<file path="src/rtl/sdram_init_pkg.sv">
// Shared types and default timing for the SDRAM power-up initialisation sequencer.
package sdram_init_pkg;

  typedef enum logic [3:0] {
    StPwrup,
    StWaitPre,
    StPrecharge,
    StWaitRp,
    StRefresh,
    StWaitRfc,
    StLoadMr,
    StWaitMrd,
    StDone
  } state_e;

  // {cs_n, ras_n, cas_n, we_n}
  typedef logic [3:0] cmd_t;

  localparam cmd_t CmdInhibit     = 4'b1111;
  localparam cmd_t CmdNop         = 4'b0111;
  localparam cmd_t CmdPrecharge   = 4'b0010;
  localparam cmd_t CmdAutoRefresh = 4'b0001;
  localparam cmd_t CmdLoadModeReg = 4'b0000;

  localparam int unsigned DefTPwrup = 10000;
  localparam int unsigned DefTPre   = 3;
  localparam int unsigned DefTRp    = 8;
  localparam int unsigned DefTRfc   = 10;
  localparam int unsigned DefNRef   = 16;
  localparam int unsigned DefTMrd   = 18;

  // Sized by the power-up wait, widened if any other wait would not fit.
  function automatic int unsigned timer_width(int unsigned t_pwrup, int unsigned t_pre,
                                              int unsigned t_rp, int unsigned t_rfc,
                                              int unsigned t_mrd);
    int unsigned m;
    m = t_pwrup;
    if (t_pre > m) m = t_pre;
    if (t_rp > m) m = t_rp;
    if (t_rfc > m) m = t_rfc;
    if (t_mrd > m) m = t_mrd;
    return $clog2(m + 1);
  endfunction

endpackage

</file>
<file path="src/rtl/sdram_init_timer.sv">
// Reloadable down-counter shared by all init-sequence waits; holds at zero.
module sdram_init_timer #(
  parameter int unsigned Width = 14
) (
  input  logic             clk_i,
  input  logic             load_i,
  input  logic [Width-1:0] load_val_i,
  output logic [Width-1:0] value_o,
  output logic             zero_o
);

  logic [Width-1:0] cnt_q, cnt_d;

  always_comb begin
    cnt_d = cnt_q;
    if (load_i) begin
      cnt_d = load_val_i;
    end else if (cnt_q != '0) begin
      cnt_d = cnt_q - 1'b1;
    end
  end

  always_ff @(posedge clk_i) begin
    cnt_q <= cnt_d;
  end

  assign value_o = cnt_q;
  assign zero_o  = (cnt_q == '0);

endmodule

</file>
<file path="src/rtl/sdram_init_seq.sv">
// SDRAM power-up sequencer: NOP wait, PRECHARGE ALL, N_REF AUTO REFRESH, LOAD MODE REG, done.
module sdram_init_seq
  import sdram_init_pkg::*;
#(
  parameter int unsigned T_PWRUP = DefTPwrup,
  parameter int unsigned T_PRE   = DefTPre,
  parameter int unsigned T_RP    = DefTRp,
  parameter int unsigned T_RFC   = DefTRfc,
  parameter int unsigned N_REF   = DefNRef,
  parameter int unsigned T_MRD   = DefTMrd
) (
  input  logic        sys_clk,
  input  logic        reset,
  input  logic [12:0] cfg_mode_reg,
  output logic        sdr_cs_n,
  output logic        sdr_ras_n,
  output logic        sdr_cas_n,
  output logic        sdr_we_n,
  output logic [12:0] sdr_addr,
  output logic [1:0]  sdr_ba,
  output logic        sdr_init_done,
  output logic        init_busy
);

  localparam int unsigned CntW = timer_width(T_PWRUP, T_PRE, T_RP, T_RFC, T_MRD);

  state_e      state_q, state_d;
  logic [7:0]  ref_q, ref_d;
  cmd_t        cmd_q, cmd_d;
  logic [12:0] addr_q, addr_d;
  logic [1:0]  ba_q, ba_d;
  logic        done_q, done_d;
  logic        busy_q, busy_d;

  logic            tmr_load;
  logic [CntW-1:0] tmr_load_val;
  logic [CntW-1:0] tmr_value;
  logic            tmr_zero;

  sdram_init_timer #(
    .Width(CntW)
  ) u_timer (
    .clk_i     (sys_clk),
    .load_i    (tmr_load),
    .load_val_i(tmr_load_val),
    .value_o   (tmr_value),
    .zero_o    (tmr_zero)
  );

  // Outputs are decoded from the next state, so the registered command lands in the
  // same cycle the FSM enters that state. Wait loads are T-2 because entry and exit
  // edges each consume a cycle; WAIT_PRE starts on the last power-up NOP, hence T-1.
  always_comb begin
    state_d      = state_q;
    ref_d        = ref_q;
    tmr_load     = 1'b0;
    tmr_load_val = '0;
    cmd_d        = CmdNop;
    addr_d       = '0;
    ba_d         = '0;
    done_d       = 1'b0;
    busy_d       = 1'b1;

    unique case (state_q)
      StPwrup: begin
        if (tmr_zero) begin
          state_d      = StWaitPre;
          tmr_load     = 1'b1;
          tmr_load_val = CntW'(T_PRE - 1);
        end
      end
      StWaitPre: if (tmr_zero) state_d = StPrecharge;
      StPrecharge: begin
        state_d      = StWaitRp;
        tmr_load     = 1'b1;
        tmr_load_val = CntW'(T_RP - 2);
      end
      StWaitRp: if (tmr_zero) state_d = StRefresh;
      StRefresh: begin
        state_d      = StWaitRfc;
        tmr_load     = 1'b1;
        tmr_load_val = CntW'(T_RFC - 2);
      end
      StWaitRfc: begin
        if (tmr_zero) state_d = (ref_q < 8'(N_REF)) ? StRefresh : StLoadMr;
      end
      StLoadMr: begin
        state_d      = StWaitMrd;
        tmr_load     = 1'b1;
        tmr_load_val = CntW'(T_MRD - 2);
      end
      StWaitMrd: if (tmr_zero) state_d = StDone;
      StDone:    state_d = StDone;
      default:   state_d = StPwrup;
    endcase

    if (state_d == StRefresh) ref_d = ref_q + 8'd1;

    case (state_d)
      StPrecharge: begin
        cmd_d      = CmdPrecharge;
        addr_d[10] = 1'b1;
      end
      StRefresh: cmd_d = CmdAutoRefresh;
      StLoadMr: begin
        cmd_d  = CmdLoadModeReg;
        addr_d = cfg_mode_reg;
      end
      StDone: begin
        done_d = 1'b1;
        busy_d = 1'b0;
      end
      default: cmd_d = CmdNop;
    endcase

    if (reset) begin
      tmr_load     = 1'b1;
      tmr_load_val = CntW'(T_PWRUP - 1);
    end
  end

  always_ff @(posedge sys_clk) begin
    if (reset) begin
      state_q <= StPwrup;
      ref_q   <= '0;
      cmd_q   <= CmdInhibit;
      addr_q  <= '0;
      ba_q    <= '0;
      done_q  <= 1'b0;
      busy_q  <= 1'b1;
    end else begin
      state_q <= state_d;
      ref_q   <= ref_d;
      cmd_q   <= cmd_d;
      addr_q  <= addr_d;
      ba_q    <= ba_d;
      done_q  <= done_d;
      busy_q  <= busy_d;
    end
  end

  always_ff @(posedge sys_clk) begin
    if (!reset) assert (tmr_zero == (tmr_value == '0));
  end

  assign {sdr_cs_n, sdr_ras_n, sdr_cas_n, sdr_we_n} = cmd_q;
  assign sdr_addr      = addr_q;
  assign sdr_ba        = ba_q;
  assign sdr_init_done = done_q;
  assign init_busy     = busy_q;

endmodule

</file>
<file path="config.mk">
export PLATFORM = sky130hd
export DESIGN_NAME = sdram_init_seq
export DESIGN_NICKNAME = d
export VERILOG_FILES = /design/src/rtl/sdram_init_pkg.sv /design/src/rtl/sdram_init_timer.sv /design/src/rtl/sdram_init_seq.sv
export SDC_FILE = /design/constraint.sdc
export NUM_CORES = 1
export LEC_CHECK = 0
export ABC_AREA = 1
export CAP_MARGIN = 20
export CORE_MARGIN = 4
export CORE_UTILIZATION = 65
export CTS_BUF_LIST = sky130_fd_sc_hd__clkbuf_16
export DETAILED_ROUTE_END_ITERATION = 12
export DONT_BUFFER_PORTS = 1
export GPL_TIMING_DRIVEN = 1
export PLACE_DENSITY_LB_ADDON = 0.2
export SYNTH_ARGS = -nofsm -noshare
export SYNTH_HDL_FRONTEND = slang
export SYNTH_SLANG_ARGS = --single-unit
</file>
<file path="constraint.sdc">
create_clock -name sys_clk -period 4.7 [get_ports sys_clk]
set_clock_uncertainty 0.15 [all_clocks]
set_input_delay 0.94 -clock sys_clk [delete_from_list [all_inputs] [get_ports sys_clk]]
set_output_delay 0.94 -clock sys_clk [all_outputs]
set_load 0.02 [all_outputs]
</file>
Word-level counts from Yosys, hierarchy flattened. Cells that the tools add are included.

Register bits after elaboration: 45. Latch bits: 0. Memory bits (writable): 0. Bits in read-only memories: 0. Bits of input ports: 15. Memories kept: 0.

$add $sub $neg: 2. Multipliers: 0. Divide/modulo/power cells: 0. Order comparisons: 1. Eq/ne operators: 12. Shift operators: 0. Muxes and demuxes: 19. Bitwise gates (word level): 1. Reductions and logical operators: 6.

Operator list (number): 2-to-1 mux 14 bit (3); one-hot mux 4 bit (9 select lines) (1); == test 4 x 3 -> 1 bit, second input constant (6); 2-to-1 mux 4 bit (5); one-hot mux 5 bit (4 select lines) (1); logical NOT 14 bit (1); nonzero test 14 bit (1); subtractor 14 x 1 -> 14 bit, second input constant (1); == test 4 x 2 -> 1 bit, second input constant (3); one-hot mux 3 bit (3 select lines) (1); adder 8 x 1 -> 8 bit, second input constant (1); == test 4 bit, second input constant (2); < comparator 8 x 5 -> 1 bit, second input constant (1); == test 4 x 1 -> 1 bit, second input constant (1); logical NOT 4 bit (1); 2-to-1 mux 1 bit (4); 2-to-1 mux 2 bit (2); one-hot mux 1 bit (2 select lines) (2); OR reduction 3 bit (1); nonzero test 2 bit (1); OR reduction 2 bit (1); NOT 1 bit (1).

Depth between registers and ports, before layout. Gate-level depths: netlist of the first run.

Depth after elaboration: 7. Depth in mapped cells: 13. Mapped depth without buffers: 13.

By module. Synthesis of the first run repeated with hierarchy kept, for this count alone.

Cell total of the unflattened synthesis: 296. Area, all modules: 2240.9 µm².

By module, submodules not included: sdram_init_seq (instances 1, cells each 174, area an instance 1311.3 µm², seq. area each 620.6 µm²); sdram_init_timer (instances 1, cells each 122, area an instance 929.6 µm², seq. area each 420.4 µm²).

Worst setup path after synthesis of the first run. OpenSTA, ideal clock, no wires.

Path kind: input to register. From: input reset. To: register u_timer.cnt_q[0], in the netlist u_timer.value_o[0] (enable). Arrival time: 1.647 ns. Setup slack: 2.556 ns. Cell stages on the path: 3. Path buffers: 1. Cells stage by stage: clkbuf_1 -> nor3_2 -> nand2_1.

Cells in the longest elaborated chain, start to end: 2.

RTL lines: start: declaration (RTL line sdram_init_seq.sv:13) `input logic reset,`; 2-to-1 mux 1 bit (RTL line sdram_init_seq.sv:116) `if (reset) begin`; nonzero test 2 bit (no source line); end signal: assignment (RTL line sdram_init_timer.sv:24) `cnt_q <= cnt_d;`; end: declaration (RTL line sdram_init_timer.sv:12) `logic [Width-1:0] cnt_q, cnt_d;`.

No other way between the ends. A chain may end at the register's enable or synchronous reset.

Worst setup path in the final report of the first run.
From: register u_timer.cnt_q[0], in the netlist u_timer.value_o[0]. To: register cmd_q[0].

Cells in the longest elaborated chain, start to end: 5.

RTL lines: logical NOT 14 bit (*) (RTL line sdram_init_timer.sv:28) `assign zero_o = (cnt_q == '0);`; 2-to-1 mux 4 bit (on tied branches); one-hot mux 4 bit (9 select lines) (*) (RTL line sdram_init_seq.sv:64) `unique case (state_q)`; == test 4 x 3 -> 1 bit / == test 4 x 2 -> 1 bit (equally long branches) (RTL line sdram_init_seq.sv:99) `case (state_d)`; one-hot mux 3 bit (3 select lines) (*) (RTL line sdram_init_seq.sv:99); end signal: assignment (RTL line sdram_init_seq.sv:126) `cmd_q <= CmdInhibit;`; end signal: assignment (RTL line sdram_init_seq.sv:134) `cmd_q <= cmd_d;`; end: declaration (RTL line sdram_init_seq.sv:29) `cmd_t cmd_q, cmd_d;`.

Every way passes the cells marked *; elsewhere a longest branch is shown, timed or not.

==> results of run 1 <==
power breakdown:
part	switching [mW]	total [mW]	internal (mW)
logic	0.0165	0.0254	0.00889
registers	0.00569	0.413	0.407
clock network	0.135	0.416	0.282
total	0.157	0.855	0.698
flip-flops by register name, indices dropped and copies added (netlist names):
name and cells:
state_q 4, u_timer.value_o 14, init_busy 1, ref_q 8, sdr_init_done 1, cmd_q 4
sdr_addr 13
kinds of logic after synthesis:
logic type / Yosys count / share of synthesized area
and+or+nand+nor: 125 / 0.281
DFF: 45 / 0.487
buffers and inverters: 39 / 0.0883
AOI/OAI and AO/OA: 22 / 0.0632
xor gates and xnor gates: 15 / 0.0614
adders and majority gates: 3 / 0.0175
other: 1 / 0.00175
through the flow:
stage / power, mW / setup WS [ns] / util / std cells / hold WS, ns
finish: 0.855 / 2.41 / 0.741 / 292 / 0.311
CTS: 0.861 / 2.43 / 0.741 / 292 / 0.311
floorplan: 0.444 / 2.56 / - / 251 / 0.291
global route: 0.878 / 2.15 / 0.741 / 292 / 0.348
detailed placement: 0.446 / 2.44 / 0.681 / 284 / 0.304
global placement: 0.445 / 2.48 / 0.681 / 284 / 0.296
critical path, cell delays in order (launching register included):
cell and delay [ns]:
sky130_fd_sc_hd__edfxtp_1 0.38, sky130_fd_sc_hd__inv_1 0.13, sky130_fd_sc_hd__ha_1 0.18, sky130_fd_sc_hd__nand3_1 0.08, sky130_fd_sc_hd__nor2_1 0.16, sky130_fd_sc_hd__nand2_2 0.12, sky130_fd_sc_hd__nand2_1 0.07, sky130_fd_sc_hd__nand2_1 0.05
sky130_fd_sc_hd__nor2_2 0.44, sky130_fd_sc_hd__nor2_2 0.20, sky130_fd_sc_hd__nand3_1 0.13, sky130_fd_sc_hd__nand2_1 0.07, sky130_fd_sc_hd__nand2_1 0.05
final timing paths:
path	startpoint	endpoint	slack (ns)	cells after the start
max	u_timer.value_o[0]	cmd_q[0]	2.41	12
min	ref_q[7]	ref_q[7]	0.31	2
max reg2reg	u_timer.value_o[0]	cmd_q[0]	2.41	12
min reg2reg	ref_q[7]	ref_q[7]	0.31	2
layer usage:
layer	up-vias	track usage
met3	8	0.0684
met1	722	0.222
met5	-	0
met4	0	0.0725
li1	804	-
met2	30	0.360
final cells by class:
class                   count  area, µm²  share of cell area
clock inverters             2       35.0              0.0152
flip-flops and latches     45       1040               0.453
multi-input cells         167        913               0.397
clock buffers               6        150              0.0653
well taps                  44       55.1              0.0239
inverters                  28        105              0.0457
placed cells by master, fill, tap and decap left out, drive strengths merged, types with 6 or more instances in the layout:
master | synthesis | routed
inv | 26 | 26
and3 | 12 | 12
xor2 | 12 | 12
dfxtp | 31 | 31
edfxtp | 14 | 14
o21ai | 8 | 8
nand4 | 8 | 8
nor2 | 35 | 35
clkbuf | 2 | 6
nand3 | 16 | 16
nand2 | 48 | 48
a21oi | 11 | 11
nor3 | 6 | 6
==> results.rst, run 1 <==
.. list-table::
   :header-rows: 1

   * - Metric
     - Value
   * - Clock latency reported for the late side of the worst-skew pair
     - 0.28 ns
   * - Clock H-tree levels
     - 2
   * - Initial core utilization
     - 0.690
   * - Number of I/O port buffers
     - 0
   * - Yosys top cell by area
     - sky130_fd_sc_hd__dfxtp_1
   * - 1st-iter DRT viols
     - 59
   * - Remaining DRCs
     - 0
   * - Vias in the first global route
     - 1570
   * - Core region area
     - 0.00310 mm²
   * - Worst supply voltage drop on vdd
     - 0.255 mV
   * - Ports
     - 36
   * - Max_slew headroom
     - 0.609
   * - Register bit count reported by yosys
     - 45
   * - Placed wire-length estimate
     - 2.79 mm
   * - Clock-pin slew of the registers on the worst-case setup and hold paths
     - 0.06 ns
   * - Detail-routed net length per standard cell
     - 13.3 µm
   * - Layout-stage area growth over the synthesis result
     - 7.49%
   * - Cell Pwr Density
     - 372 mW/mm²
   * - Path category of the worst min-delay check
     - reg2reg
   * - Final weighted congestion in routability-driven placement
     - 0.852
   * - Number of antenna violations at the first check in global routing
     - 0
   * - Total met3 wirelength after detailed routing
     - 175 µm
   * - Clock tree from TritonCTS
     - built
   * - Sinks on Clock Net
     - 45
   * - Die extent in x
     - 65.4 µm
   * - Top achievable clock speed
     - 437 MHz
   * - Row cnt
     - 20
   * - DRT Pass-1 Iters
     - 4
   * - Quantity of gates resized following cts
     - 0
   * - Post-route minimum period
     - 2.29 ns
   * - Buffers inserted by post-CTS timing repair
     - 0
   * - Synthesized instance count
     - 250
   * - Cts bufs inserted
     - 5
   * - Class of the most critical setup path
     - reg2reg
   * - Placement Cell Area
     - 0.00211 mm²
   * - Post-Synthesis Mean Instance Area
     - 8.56 µm²
   * - Full die area
     - 0.00427 mm²
   * - Proportion of layout cells with a drive suffix above 1
     - 0.101
   * - Post-synthesis sequential area ratio
     - 0.487
   * - Setup TNS Final
     - 0 ns
   * - Most frequent cells after synthesis
     - sky130_fd_sc_hd__nand2_1, sky130_fd_sc_hd__dfxtp_1, sky130_fd_sc_hd__nor2_1
   * - Setup violators final
     - 0
   * - Netlist cell types
     - 31
   * - RSZ-0062 raised after global routing
     - no
   * - Signal arrival time at the worst endpoint
     - 2.36 ns
   * - Kind of end point of the critical path
     - register
   * - Top layer in use
     - met4
   * - Inserted Diodes
     - 0
   * - Clock root buffer master
     - sky130_fd_sc_hd__clkbuf_16
   * - Number of warning messages in the yosys log
     - 0
   * - Tightest Pin Transition
     - 0.586 ns
   * - GRT Resource Usage Total
     - 0.202
   * - Detail Route met2 WL
     - 1.98 mm
   * - Top_reg_cell synth
     - sky130_fd_sc_hd__dfxtp_1
   * - Routed length on met1
     - 1.66 mm
   * - Area contributors post-synth
     - sky130_fd_sc_hd__dfxtp_1, sky130_fd_sc_hd__edfxtp_1, sky130_fd_sc_hd__nand2_1, sky130_fd_sc_hd__nor2_1, sky130_fd_sc_hd__xor2_1
   * - Vias per std cell
     - 5.36
   * - Synth top area share
     - 0.290
   * - Total leakage power
     - 0.991 nW
   * - Final wirelength
     - 3.87 mm
   * - Final-layout fill cell count
     - 253
   * - Final hold violation count
     - 0
   * - Max-slew violation total from the final report
     - 0
   * - Vertical extent of the die
     - 65.4 µm
   * - Max-cap violations
     - 0
   * - Crit path required time
     - 4.77 ns
   * - Count of vias placed by the detailed router
     - 1564
   * - Cell with the most instances after synthesis
     - sky130_fd_sc_hd__nand2_1
   * - Number of buffers inserted by hold repair at cts
     - 0
   * - Final Net Count
     - 265
   * - Overflow left after global routing
     - 0
   * - Status
     - finished, final reports clean
   * - Wire length of the first global-routing pass
     - 6.71 mm
   * - Number of buffers between clock root and the deepest sink
     - 2
   * - Kind of launch point of the worst setup path
     - register
   * - Cell area after technology mapping
     - 0.00214 mm²
   * - Antenna violation net count after detailed routing
     - 0
   * - Total non-filler cell area in the finished layout
     - 0.00230 mm²
   * - EDFF count, synth
     - 14
   * - Asr flop ratio synth
     - 0
   * - Crit share post-route
     - 0.487
   * - Pin count of the biggest net entering global routing
     - 18
   * - Critical Path Fanout Max
     - 14
Note: power is estimated with default switching activity, not from simulation.
==> run 2, diff against run 1 <==
--- a/config.mk
+++ b/config.mk
@@ -8,7 +8,7 @@
 export ABC_AREA = 1
 export CAP_MARGIN = 20
 export CORE_MARGIN = 4
-export CORE_UTILIZATION = 65
+export CORE_UTILIZATION = 56
 export CTS_BUF_LIST = sky130_fd_sc_hd__clkbuf_16
 export DETAILED_ROUTE_END_ITERATION = 12
 export DONT_BUFFER_PORTS = 1
==> constraint.sdc (replaced) <==
create_clock -name sys_clk -period 2.01 [get_ports sys_clk]
set_clock_uncertainty 0.15 [all_clocks]
set_input_delay 0.402 -clock sys_clk [delete_from_list [all_inputs] [get_ports sys_clk]]
set_output_delay 0.402 -clock sys_clk [all_outputs]
set_load 0.02 [all_outputs]
==> run 2 against run 1 <==
Against the previous run: the flow now finishes with violations (setup timing); sequential share of layout area shrank 6.2 points; first-iteration DRC count grew 29%; critical path type unchanged; largest power group is now sequential cells; final area grew 16%; register-to-register slack lost 2.5 ns; hold slack lost 0.28 ns; total power grew 120%; global-route usage shrank 2.9 points; fmax grew 12%; combinational power grew to 3.9 times the previous value; highest routed layer unchanged; non-clock buffer count grew 29; clock-buffer cell count shrank 1.
==> results.rst, run 2 (same netlist as run 1, synthesis figures left out) <==
.. list-table::
   :header-rows: 1

   * - Metric
     - Value
   * - Clock latency reported for the late side of the worst-skew pair
     - 0.28 ns
   * - Max FFs per register
     - 14
   * - Worst supply voltage drop on vdd
     - 0.573 mV
   * - 1st-iter DRT viols
     - 76
   * - Max-cap violations
     - 0
   * - Cts bufs inserted
     - 5
   * - Final hold violation count
     - 0
   * - Critical Path Fanout Max
     - 5
   * - Sequential Area
     - 0.00104 mm²
   * - Remaining DRCs
     - 0
   * - Detail-routed net length per standard cell
     - 13.4 µm
   * - Power after layout
     - 1.85 mW
   * - RSZ-0062 raised after global routing
     - yes
   * - Top achievable clock speed
     - 488 MHz
   * - Leading cell type in the layout, fill and taps excluded
     - sky130_fd_sc_hd__nand2_1
   * - Kind of cell adding the most delay to the critical path
     - simple AND/OR/NAND/NOR gates
   * - Slowest-stage cell, CP
     - sky130_fd_sc_hd__edfxtp_1
   * - Setup violators final
     - 13
   * - Hold path depth
     - 1
   * - Layout-stage area growth over the synthesis result
     - 24.4%
   * - Post-route minimum period
     - 2.05 ns
   * - Crit path buf inv count
     - 4
   * - Number of cells traversed by the worst register-to-register path
     - 12
   * - Cell Pwr Density
     - 697 mW/mm²
   * - Initial core utilization
     - 0.580
   * - GRT Resource Usage Total
     - 0.173
   * - Final wirelength
     - 4.39 mm
   * - Class of the most critical setup path
     - reg2reg
   * - Setup TNS Final
     - -0.348 ns
   * - Signal arrival time at the worst endpoint
     - 2.07 ns
   * - Vias in the first global route
     - 1610
   * - Clock tree from TritonCTS
     - built
   * - Number of antenna violations at the first check in global routing
     - 0
   * - Sinks on Clock Net
     - 45
   * - Number of buffers between clock root and the deepest sink
     - 2
   * - Status
     - finished, violations left
   * - Die extent in x
     - 69.8 µm
   * - Final core area utilization
     - 0.722
   * - Vertical extent of the die
     - 69.8 µm
   * - Clock root buffer master
     - sky130_fd_sc_hd__clkbuf_16
   * - Biggest cell delay along the critical path
     - 0.42 ns
   * - Full die area
     - 0.00487 mm²
   * - Final weighted congestion in routability-driven placement
     - 0.885
   * - Most frequent cells in the layout
     - sky130_fd_sc_hd__nand2_1, sky130_fd_sc_hd__dfxtp_1, sky130_fd_sc_hd__nor2_1, sky130_fd_sc_hd__inv_1, sky130_fd_sc_hd__buf_4
   * - Overflow left after global routing
     - 0
   * - DRT Pass-1 Iters
     - 4
   * - Final cell count without fillers
     - 327
   * - Count of vias placed by the detailed router
     - 1708
   * - Inserted Diodes
     - 0
   * - Clock-pin slew of the registers on the worst-case setup and hold paths
     - 0.06 ns
   * - Max-slew violation total from the final report
     - 0
   * - Worst-case hold slack
     - 0.0312 ns
   * - Wire length of the first global-routing pass
     - 7.03 mm
   * - Clock H-tree levels
     - 2
   * - Kind of end point of the critical path
     - register
   * - Number of I/O port buffers
     - 0
   * - Path length in cells of the critical path
     - 12
   * - Crit-path cells
     - inv_2, ha_4, nand3_4, nor2_4, nand2_2, buf_6, nor3_4, nor2_4, buf_6, buf_12, nand4_1, a21oi_2
   * - Final-layout fill cell count
     - 278
   * - Row cnt
     - 22
   * - Core region area
     - 0.00369 mm²
   * - Proportion of layout cells with a drive suffix above 1
     - 0.265
   * - Crit path required time
     - 2.03 ns
   * - Vias per std cell
     - 5.22
   * - Pin count of the biggest net entering global routing
     - 18
   * - Violated checks
     - setup timing
   * - Total leakage power
     - 1.14 nW
   * - Crit share post-route
     - 1.02
   * - Kind of launch point of the worst setup path
     - register
   * - Antenna violation net count after detailed routing
     - 0
   * - Placed wire-length estimate
     - 2.94 mm
   * - Final Net Count
     - 296
   * - Placed Instances
     - 310
   * - Footprint of the multi-input gates
     - 0.00104 mm²
   * - Worst path setup slack after routing
     - -0.0405 ns
   * - Path category of the worst min-delay check
     - in2reg
   * - Ports
     - 36
[run 2: cell types whose count changed in the layout (fill, tap and decap cells not counted), sizes merged]
cell / change
nand3: +1
dlygate4sd3: +1
bufinv: -1
inv: +3
clkinv: -1
clkinvlp: +1
buf: +28
clkbuf: -1
[run 2: layer usage]
layer  track usage  wire length [µm]
met1         0.202              1840
met2         0.321              2300
met3        0.0406               206
met4        0.0319                43
met5             0                 0
[run 2: power breakdown]
part | switching (mW) | internal (mW)
Combinational | 0.0523 | 0.0460
Sequential | 0.0122 | 0.951
Clock | 0.330 | 0.462
[run 2: path summary, 6_finish.rpt]
check                          start  endpoint  slack [ns]
setup reg to reg  u_timer.value_o[1]  ref_q[0]       -0.04
hold reg to reg             ref_q[7]  ref_q[7]        0.31
setup / recovery  u_timer.value_o[1]  ref_q[0]       -0.04
hold / removal                 reset  ref_q[7]        0.03
[run 2: cell type report]
type,count,area share
clock buffer,5,0.0470
timing repair buffer,29,0.0978
timing repair inverter,1,0.00282
multi-input combinational,168,0.391
inverter,28,0.0404
tap,48,0.0226
clock inverter,3,0.00705
sequential,45,0.391
[run 2: per-stage QoR]
step	worst slack (ns)	cell area [µm²]
CTS	0.00905	2480
finish	-0.0405	2660
global placement	0.0187	2310
global route	-0.145	2660
floorplan	0.0650	2140
detailed placement	-0.00134	2310
[run 2: what timing repair did]
| action | CTS | global route |
|---|---|---|
| endpoints found under the hold margin | 1 | 0 |
| gates cloned | 0 | 2 |
| pin swaps | 1 | 13 |
| endpoints found under the setup margin | 21 | 45 |
| buffers inserted | 0 | 6 |
| gates resized for setup | 3 | 31 |
| hold buffers | 1 | 0 |
==> run 3, diff against run 2 <==
--- a/config.mk
+++ b/config.mk
@@ -8,7 +8,7 @@
 export ABC_AREA = 1
 export CAP_MARGIN = 20
 export CORE_MARGIN = 4
-export CORE_UTILIZATION = 56
+export CORE_UTILIZATION = 62
 export CTS_BUF_LIST = sky130_fd_sc_hd__clkbuf_16
 export DETAILED_ROUTE_END_ITERATION = 12
 export DONT_BUFFER_PORTS = 1
==> constraint.sdc (replaced) <==
create_clock -name sys_clk -period 2.3 [get_ports sys_clk]
set_clock_uncertainty 0.15 [all_clocks]
set_input_delay 0.46 -clock sys_clk [delete_from_list [all_inputs] [get_ports sys_clk]]
set_output_delay 0.46 -clock sys_clk [all_outputs]
set_load 0.02 [all_outputs]
==> run 3 against run 2 <==
Against the previous run: the flow now finishes without violations; worst setup slack better by 0.30 ns; clock-buffer cell count up 2; sequential share of layout area up 4.9 points; hold slack better by 0.018 ns; utilization down 1.3 points; global-route usage up 3.3 points; critical endpoint is now u_timer.value_o[13]; largest power group unchanged.
==> results.rst, run 3 (same netlist as run 1, synthesis figures left out) <==
.. list-table::
   :header-rows: 1

   * - Metric
     - Value
   * - Crit share post-route
     - 0.888
   * - Clock root buffer master
     - sky130_fd_sc_hd__clkbuf_16
   * - DRT Pass-1 Iters
     - 4
   * - Final-layout fill cell count
     - 287
   * - 1st-iter DRT viols
     - 68
   * - Max-slew violation total from the final report
     - 0
   * - Number of antenna violations at the first check in global routing
     - 0
   * - Proportion of layout cells with a drive suffix above 1
     - 0.126
   * - Most frequent cells in the layout
     - sky130_fd_sc_hd__nand2_1, sky130_fd_sc_hd__dfxtp_1, sky130_fd_sc_hd__nor2_1, sky130_fd_sc_hd__inv_1, sky130_fd_sc_hd__nand3_1
   * - Clock tree from TritonCTS
     - built
   * - Number of buffers inserted by hold repair at cts
     - 0
   * - Placed wire-length estimate
     - 2.78 mm
   * - Kind of launch point of the worst setup path
     - register
   * - Vertical extent of the die
     - 66.7 µm
   * - Final Net Count
     - 271
   * - Signal arrival time at the worst endpoint
     - 1.91 ns
   * - Final wirelength
     - 3.94 mm
   * - Final hold violation count
     - 0
   * - Worst supply voltage drop on vdd
     - 0.585 mV
   * - Pin count of the biggest net entering global routing
     - 18
   * - Remaining DRCs
     - 0
   * - GRT Resource Usage Total
     - 0.206
   * - Top achievable clock speed
     - 489 MHz
   * - Ports
     - 36
   * - Detail-routed net length per standard cell
     - 13.1 µm
   * - Final cell count without fillers
     - 300
   * - Critical Path Fanout Max
     - 11
   * - Total leakage power
     - 1.02 nW
   * - Quantity of gates resized following cts
     - 0
   * - Max-cap violations
     - 0
   * - Initial core utilization
     - 0.641
   * - Die extent in x
     - 66.7 µm
   * - Post-route minimum period
     - 2.04 ns
   * - Crit path required time
     - 2.17 ns
   * - Count of vias placed by the detailed router
     - 1570
   * - Number of buffers between clock root and the deepest sink
     - 2
   * - Cts bufs inserted
     - 5
   * - Setup TNS Final
     - 0 ns
   * - RSZ-0062 raised after global routing
     - no
   * - Buffers inserted by post-CTS timing repair
     - 0
   * - Inserted Diodes
     - 0
   * - Path category of the worst min-delay check
     - in2reg
   * - Vias in the first global route
     - 1563
   * - Setup violators final
     - 0
   * - Status
     - finished, final reports clean
   * - Final weighted congestion in routability-driven placement
     - 0.932
   * - Core region area
     - 0.00334 mm²
   * - Placed Instances
     - 292
   * - Leading cell type in the layout, fill and taps excluded
     - sky130_fd_sc_hd__nand2_1
   * - Cell Pwr Density
     - 729 mW/mm²
   * - Clock latency reported for the late side of the worst-skew pair
     - 0.28 ns
   * - Number of I/O port buffers
     - 0
   * - Wire length of the first global-routing pass
     - 6.85 mm
   * - Max FFs per register
     - 14
   * - Full die area
     - 0.00445 mm²
   * - Sinks on Clock Net
     - 45
   * - Clock-pin slew of the registers on the worst-case setup and hold paths
     - 0.06 ns
   * - Antenna violation net count after detailed routing
     - 0
   * - Clock H-tree levels
     - 2
   * - Worst-case hold slack
     - 0.0488 ns
   * - Kind of end point of the critical path
     - register
   * - Layout-stage area growth over the synthesis result
     - 10.5%
   * - Row cnt
     - 21
   * - Vias per std cell
     - 5.23
   * - Overflow left after global routing
     - 0
   * - Class of the most critical setup path
     - reg2reg
run 3: cell types whose count changed in the layout (fill, tap and decap cells not counted), sizes merged:
cell         before  now
dlygate4sd3       1    0
clkinvlp          1    0
buf              28    6
clkbuf            5    7
nand3            17   16
inv              29   27
run 3: final timing paths:
kind                      startpoint                  end  slack, ns  cells past startpoint
hold / removal                 reset             cmd_q[3]       0.05                      0
setup / recovery  u_timer.value_o[0]  u_timer.value_o[13]       0.26                      9
setup reg to reg  u_timer.value_o[0]  u_timer.value_o[13]       0.26                      9
hold reg to reg             ref_q[1]             ref_q[1]       0.32                      2
run 3: stage by stage:
stage	utilization	instance area, µm²	worst slack [ns]	power [mW]
2_1_floorplan	-	2140	0.355	0.907
3_3_place_gp	0.648	2160	0.218	0.910
6_report	0.708	2360	0.257	1.72
5_1_grt	0.708	2360	0.0363	1.79
3_5_place_dp	0.648	2160	0.186	0.912
4_1_cts	0.703	2350	0.158	1.74
run 3: layer usage:
layer,track usage,share of wire
met1,0.237,0.44
met2,0.351,0.50
met3,0.0641,0.046
met4,0.0838,0.016
met5,0,0
run 3: cell type report:
cell class | instances | area [µm²] | area share
tap | 46 | 57.6 | 0.0244
multi-input combinational | 167 | 931 | 0.394
sequential | 45 | 1040 | 0.440
timing repair buffer | 6 | 45.0 | 0.0191
clock buffer | 7 | 175 | 0.0741
clock inverter | 1 | 8.76 | 0.00371
inverter | 28 | 105 | 0.0445
run 3: worst max-delay path, cell delays in order (launching register included):
cell                       delay, ns
sky130_fd_sc_hd__edfxtp_1       0.37
sky130_fd_sc_hd__inv_1          0.13
sky130_fd_sc_hd__ha_1           0.18
sky130_fd_sc_hd__nand3_1        0.09
sky130_fd_sc_hd__nor2_2         0.12
sky130_fd_sc_hd__nand3_1        0.14
sky130_fd_sc_hd__nand2_1        0.11
sky130_fd_sc_hd__nor3_2         0.06
sky130_fd_sc_hd__inv_1          0.27
sky130_fd_sc_hd__o21ai_0        0.16
run 3: where the power goes:
group,total [mW],internal (mW),switching [mW]
Sequential,0.843,0.832,0.0112
Clock,0.827,0.538,0.290
Combinational,0.0533,0.0185,0.0349
Total,1.72,1.39,0.336
